==> src/rtl/integrator_rr_scheduler.sv <==
// Round-robin scheduler that shares one integrate-and-dump adder among NCH sample streams.
// Define INTEGRATOR_SAT_EN for saturating adds; the default build wraps modulo 2^AW.
module integrator_rr_scheduler #(
  parameter int NCH      = 4,
  parameter int DW       = 10,
  parameter int AW       = 16,
  parameter int DUMP_LEN = 8,
  localparam int CW      = (NCH > 1) ? $clog2(NCH) : 1
) (
  input  logic              system1000,
  input  logic              system1000_rstn,
  input  logic [NCH-1:0]    req_valid,
  input  logic [NCH*DW-1:0] req_data,
  output logic [NCH-1:0]    req_ready,
  output logic              out_valid,
  input  logic              out_ready,
  output logic [CW-1:0]     out_ch,
  output logic [AW-1:0]     out_data,
  output logic              busy
);

  localparam int            NW       = $clog2(DUMP_LEN + 1);
  localparam logic [NW-1:0] CNT_LAST = NW'(DUMP_LEN - 1);
  localparam logic [CW:0]   NCH_W    = (CW+1)'(NCH);

  typedef enum logic [1:0] {ST_IDLE, ST_ACC, ST_DUMP} op_e;

  logic [AW-1:0]  acc_reg [NCH];
  logic [NW-1:0]  cnt_reg [NCH];
  logic [CW-1:0]  rr_ptr_reg;

  logic           can_go;
  logic           grant_any;
  logic [CW-1:0]  grant_ch;
  logic [CW:0]    probe;
  logic [NCH-1:0] cnt_nz;
  logic [DW-1:0]  sample;
  logic [AW-1:0]  sample_ext;
  logic [AW-1:0]  acc_sel;
  logic [AW-1:0]  acc_sum;
  op_e            op;
`ifdef INTEGRATOR_SAT_EN
  logic [AW:0]    wide_sum;
`endif

  // Scan from farthest to nearest so the requester closest to rr_ptr wins.
  always_comb begin
    can_go    = !out_valid || out_ready;
    grant_any = 1'b0;
    grant_ch  = '0;
    probe     = '0;
    for (int k = NCH - 1; k >= 0; k--) begin
      probe = {1'b0, rr_ptr_reg} + (CW+1)'(k);
      if (probe >= NCH_W) probe = probe - NCH_W;
      if (req_valid[probe[CW-1:0]]) begin
        grant_any = 1'b1;
        grant_ch  = probe[CW-1:0];
      end
    end
    grant_any = grant_any && can_go && system1000_rstn;
    req_ready = '0;
    if (grant_any) req_ready[grant_ch] = 1'b1;
  end

  always_comb begin
    sample     = req_data[grant_ch*DW +: DW];
    sample_ext = AW'($signed(sample));
    acc_sel    = acc_reg[grant_ch];
`ifdef INTEGRATOR_SAT_EN
    // One extra bit exposes overflow; clamp toward the sign of the true sum.
    wide_sum = {acc_sel[AW-1], acc_sel} + {sample_ext[AW-1], sample_ext};
    if (wide_sum[AW] != wide_sum[AW-1])
      acc_sum = wide_sum[AW] ? {1'b1, {(AW-1){1'b0}}} : {1'b0, {(AW-1){1'b1}}};
    else
      acc_sum = wide_sum[AW-1:0];
`else
    acc_sum = acc_sel + sample_ext;
`endif
    op = ST_IDLE;
    if (grant_any) op = (cnt_reg[grant_ch] == CNT_LAST) ? ST_DUMP : ST_ACC;
  end

  always_ff @(posedge system1000 or negedge system1000_rstn) begin
    if (!system1000_rstn) begin
      for (int i = 0; i < NCH; i++) begin
        acc_reg[i] <= '0;
        cnt_reg[i] <= '0;
      end
    end else begin
      for (int i = 0; i < NCH; i++) begin
        if (grant_ch == CW'(i)) begin
          if (op == ST_DUMP) begin
            acc_reg[i] <= '0;
            cnt_reg[i] <= '0;
          end else if (op == ST_ACC) begin
            acc_reg[i] <= acc_sum;
            cnt_reg[i] <= cnt_reg[i] + 1'b1;
          end
        end
      end
    end
  end

  // A DUMP is only granted when the output slot is free or being popped, so it may overwrite.
  always_ff @(posedge system1000 or negedge system1000_rstn) begin
    if (!system1000_rstn) begin
      rr_ptr_reg <= '0;
      out_valid  <= 1'b0;
      out_ch     <= '0;
      out_data   <= '0;
    end else begin
      if (grant_any) rr_ptr_reg <= (grant_ch == CW'(NCH - 1)) ? '0 : grant_ch + 1'b1;
      if (op == ST_DUMP) begin
        out_valid <= 1'b1;
        out_ch    <= grant_ch;
        out_data  <= acc_sum;
      end else if (out_ready) begin
        out_valid <= 1'b0;
      end
    end
  end

  for (genvar gi = 0; gi < NCH; gi++) begin : g_busy
    assign cnt_nz[gi] = (cnt_reg[gi] != '0);
  end

  assign busy = out_valid || (|cnt_nz);

endmodule

==> config.mk <==
export PLATFORM = sky130hd
export DESIGN_NAME = integrator_rr_scheduler
export DESIGN_NICKNAME = d
export VERILOG_FILES = /design/src/rtl/integrator_rr_scheduler.sv
export SDC_FILE = /design/constraint.sdc
export NUM_CORES = 1
export LEC_CHECK = 0
export CORE_MARGIN = 2
export CORE_UTILIZATION = 57
export CTS_CLUSTER_SIZE = 20
export DETAILED_ROUTE_END_ITERATION = 7
export PLACE_DENSITY_LB_ADDON = 0.08
export SLEW_MARGIN = 20
export SYNTH_ARGS = -nofsm -noshare
export SYNTH_HDL_FRONTEND = slang
export SYNTH_SLANG_ARGS = --single-unit
==> constraint.sdc <==
create_clock -name system1000 -period 5.8 [get_ports system1000]
set_input_delay 1.74 -clock system1000 [delete_from_list [all_inputs] [get_ports system1000]]
set_output_delay 1.74 -clock system1000 [all_outputs]
set_load 0.02 [all_outputs]
## Word-level counts from Yosys, hierarchy flattened

Cells that the tools add are included.

| operators by class | value |
|---|---|
| multiply operators | 1 |
| add/sub/neg operators | 13 |
| order comparisons | 11 |
| reduce and logical (&&, ||, !) cells | 18 |
| shifts and indexed selects | 1 |
| eq/ne operators | 6 |
| div/mod/pow operators | 0 |
| muxes and demuxes | 44 |
| bitwise gates (word level) | 1 |

Operators by type and width:

| kind | number |
|---|---|
| $mux 16 | 4 |
| $mux 4 | 11 |
| $shiftx 40x7->10 | 1 |
| $bmux 16 s2 | 1 |
| $mux 2 | 11 |
| $add 16x16->16 | 1 |
| $add 4x1->4 const B | 4 |
| $reduce_bool 4->1 | 4 |
| $lt 2x3->1 const B | 5 |
| $ge 3x3->1 const B | 4 |
| $mux 1 | 11 |
| $bmux 1 s2 | 4 |
| $bmux 4 s2 | 1 |
| $reduce_and 2->1 | 4 |
| $sub 2x1->2 const B | 4 |
| $add 2x2->3 const B | 2 |
| $eq 2x2->1 const B | 3 |
| $mul 2x3->5 const B | 1 |
| $eq 2x1->1 const B | 2 |
| $eq 4x3->1 const B | 1 |
| $reduce_bool 2->1 | 2 |
| $reduce_or 4->1 | 1 |
| $add 2x1->3 const B | 1 |
| $ge 2x3->1 const B | 1 |
| 8 further kinds | 11 |

| storage, ports and cells | value |
|---|---|
| bits in writable memories | 0 |
| bits in registers | 101 |
| ROM bits | 0 |
| memories kept | 0 |
| latch bits | 0 |
| input bits | 47 |

## Depth between registers and ports, before layout

| logic depth | value |
|---|---|
| depth after elaboration | 19 |
| gate-level depth with buffers | 21 |

## Worst setup path after synthesis

No wires, ideal clock.

| timing path | value |
|---|---|
| path kind | input to output |
| start point | input port req_valid[2] |
| end point | output port req_ready[1] |
| path slack | 0.298 ns |
| stages on the path | 10 |
| data required time | 4.060 ns |
| buffers on the path | 3 |
| arrival | 3.762 ns |
| cells stage by stage | nor2b_1 > a211oi_2 > nor2_1 > inv_1 > clkbuf_1 > clkbuf_1 > ha_1 > nand2_1 > clkbuf_1 > inv_1 |

| between the ends | value |
|---|---|
| word-level cells in the longest chain between the ends | 11 |
| elaborated cells between the ends (all ways) | 24 |
| those cells by class | order compare (2); mux (19); reduce/logical (3) |

RTL lines:

| item | line | RTL |
|---|---|---|
| from (decl) | 12 | `input logic [NCH-1:0] req_valid,` |
| $bmux 1 s2 | 55 | `if (req_valid[probe[CW-1:0]]) begin` |
| $mux 1 (implied by the code) | 55 |  |
| $mux 2 (4 in a row) | 55 |  |
| $lt 2x3->1 (implied by the code) or $ge 2x1->1 (tied branches) | 62 | `if (grant_any) req_ready[grant_ch] = 1'b1;` |
| $logic_and 1x1->1 (implied by the code) | 62 |  |
| $mux 1 (implied by the code) | 62 |  |
| $demux 1 s2 | 62 |  |
| $mux 4 * | 62 |  |
| to (decl) | 14 | `output logic [NCH-1:0] req_ready,` |

Mark *: on every way between the ends. The rest lies on a longest branch, timed or not. The select of a mux whose other input is x is not followed.

## Worst setup path after layout

| timing path | value |
|---|---|
| start point | input port req_valid[0] |
| end point | output port req_ready[2] |

Same word-level chain as after synthesis.

==> impl_metrics.py <==
metrics = {
    "logic_synthesis": {
        "synth.area.mux_share": 0.03459,
        "synth_top_area_cell": "dfrtp_1",
        "synthFlopType": "dfrtp_1",
        "synth_area_leaders": "dfrtp_1 42%, nand2_1 13%, ha_1 5.2%",
        "synth_top_family_by_area": "simple AND/OR/NAND/NOR gates",
        "synth.top_cell.area_share": 0.4209,
        "yosys_warnings": 0,
        "synth_fa_ha_area_frac": 0.06085,
        "synth_xor_area_frac": 0.02188,
        "synth.avg_cell_area_sq_um": 8.457,
        "syn-cell-area_sq_um": 6005,
        "yosysSeqAreaShare": 0.4209,
        "synth_edf_count": 0,
        "synth-seq-cells": 101,
        "synthCells": 710,
        "yosys.area_share.simple": 0.2305,
        "synth.distinct_cells": 67,
        "synth-compound-area-share": 0.1890,
        "synthesis.nets": 783,
        "ys_async_sr_fraction": 1.000,
    },
    "global_route": {
        "grt_pass1_wl_microns": 27030,
        "grt_start_max_net_pins": 54,
        "antenna_found_initial": 0,
        "track_usage": 0.3067,
        "grt_pass1_vias": 5497,
        "grt_overflow_total": 0,
    },
    "pwr": {
        "power.total_uw": 5253,
        "ir_worst_vdd_mv": 0.4465,
        "p_leak_uw": 0.003525,
        "power_density_nw_per_um2": 706.7,
    },
    "setup_path": {
        "worstPathMaxFanout": 37,
        "cp_data_required_time_ns": 4.06,
        "cp-end-kind": "output port",
        "cp.arrival_ns": 3.86,
        "startpoint_type": "primary input",
        "ff2ff_path_depth": 20,
        "crit_type": "in -> out",
    },
    "routing": {
        "drc_errors": 0,
        "drt-pass1-iter-count": 5,
        "ant_nets": 0,
        "viasPerCell": 5.948,
        "wirelength_microns": 16610,
        "drt-initial-drc-count": 415,
        "vias": 5633,
        "routedWlPerCell_microns": 17.54,
    },
    "timing": {
        "setup_viol": 0,
        "rsz0062_at_grt": "no",
        "fmax_mhz": 178.6,
        "tightest_slew_ns": 0.7282,
        "slew_headroom": 0.5145,
        "slew_viol_final": 0,
        "fin_crit_ns": 5.600,
        "finClkSkew_ns": 0.01155,
        "period_share": 0.9656,
        "final-hold-violation-count": 0,
    },
    "cells_and_area": {
        "multiInputGateArea_sq_um": 3258,
        "final_area_sq_um": 7433,
        "finalCoreUtilization": 0.7233,
        "largest_reg_flops": 64,
        "final_layout_size_suffix_gt1_frac": 0.1406,
        "final_common_cell": "nand2_1",
        "seq_area_sq_um": 2527,
        "area_delta_synth_final_pct": 23.80,
        "final_nets": 880,
        "fin_cells": 947,
        "n_antenna_cell": 0,
        "final_cell_mix": "203 x nand2_1, 101 x dfrtp_1, 65 x clkdlybuf4s50_1",
        "fill_cells": 826,
    },
    "die": {
        "io_pins": 71,
        "die_w_microns": 106.6,
        "dieArea_sq_um": 11370,
        "num_rows": 37,
        "start_util": 0.5842,
        "coreArea_sq_um": 10280,
        "die_h_microns": 106.6,
    },
    "clock_tree": {
        "clock_path_buffers": 2,
        "post_cts_buffers": 0,
        "clk_pin_slew_ns": 0.08,
        "ctsHtreeMaxLevel": 3,
        "numClockSinks": 101,
        "ctsHoldBuffers": 0,
        "tritoncts": "built",
        "cts-root-buf": "clkbuf_8",
        "clk_latency_ns": 0.39,
        "cts_buffers": 9,
    },
    "placed_design": {
        "globalplace.congestion": 0.9025,
        "placed_area_sq_um": 7139,
        "hpwl_microns": 11540,
        "dp.cells": 931,
        "io_buffers": 70,
    },
    "run": {
        "maxCapViolations": 0,
    },
    "hold_path": {
        "hold_depth": 2,
        "hp-class": "reg -> reg",
    },
    "run_status": {
        "status": "finished clean",
    },
}
[stage by stage]
stage	TNS (ns)	hold WS (ns)	worst slack, ns
final	0	0.4873	0.1997
after global routing	0	0.5108	0.03231
after CTS	0	0.4881	0.02972
after detailed placement	-4.016	0.4654	-0.2916
after global placement	-0.5307	0.4600	-0.1008
after floorplan	0	0.4436	0.2984
[path summary, 6_finish.rpt]
check | startpoint | slack [ns] | to
worst max register to register | rr_ptr_reg[1] | 1.80 | acc_reg[44]
min in group asynchronous | system1000_rstn | 1.46 | acc_reg[25]
max in group asynchronous | system1000_rstn | 3.23 | acc_reg[5]
worst max-delay path | req_valid[0] | 0.20 | req_ready[2]
worst min register to register | out_data[1] | 0.49 | out_data[1]
worst min-delay path | out_data[1] | 0.49 | out_data[1]
[synthesized netlist by cell type (all sizes together) (3+ instances only)]
cell and instances:
a21boi 3, a21o 6, a21oi 18, a22o 4
a31oi 23, a32o 3, and2 3, and3 26
buf 10, clkbuf 27, dfrtp 101, ha 25
inv 25, maj3 3, mux2 14, mux2i 5
nand2 203, nand2b 3, nand3 24, nand4b 3
nor2 20, nor2b 5, nor3 10, nor4 3
o21a 4, o21ai 78, o21bai 3, o31ai 14
or2 4, xnor2 11, xor2 4
[where the power goes]
part	switching, uW	internal [uW]	total, uW
Sequential	201	1030	1230
Combinational	2010	1490	3500
Clock	247	276	523
[cells by family (layout without fill, tap and decap cells)]
family / count (synthesis) / count (layout)
compound gates: 174 / 174
simple gates: 309 / 309
flops: 101 / 101
buf+inv: 63 / 164
fa+ha+maj: 29 / 29
xor+xnor: 15 / 15
mux: 19 / 19
[final cells by class]
class,count,area share
clock inverters,3,0.009089
multi-input cells,546,0.4383
flip-flops and latches,101,0.3400
inverters,26,0.01347
well taps,136,0.02289
repair buffers,123,0.1540
clock buffers,12,0.02222
[metal layers]
layer | global-route usage | share of wire | up-vias
li1 | - | - | 2660
met1 | 0.4217 | 0.45 | 2729
met2 | 0.4927 | 0.47 | 220
met3 | 0.04498 | 0.065 | 24
met4 | 0.1187 | 0.019 | 0
met5 | 0 | 0 | -
[critical path: stages]
cell,delay (ns)
clkdlybuf4s50_1,0.48
nor2b_1,0.19
o21ba_2,0.23
nor2_4,0.18
buf_12,0.22
ha_2,0.27
nand2_1,0.11
inv_1,0.10
dlygate4sd2_1,0.33
[timing repair]
action	in CTS	in global routing
resized for setup	4	8
endpoints found under the hold margin	0	0
pin swaps	0	1
endpoints found under the setup margin	2	20
cloned	0	1
Power figures use the tool's default switching activity.
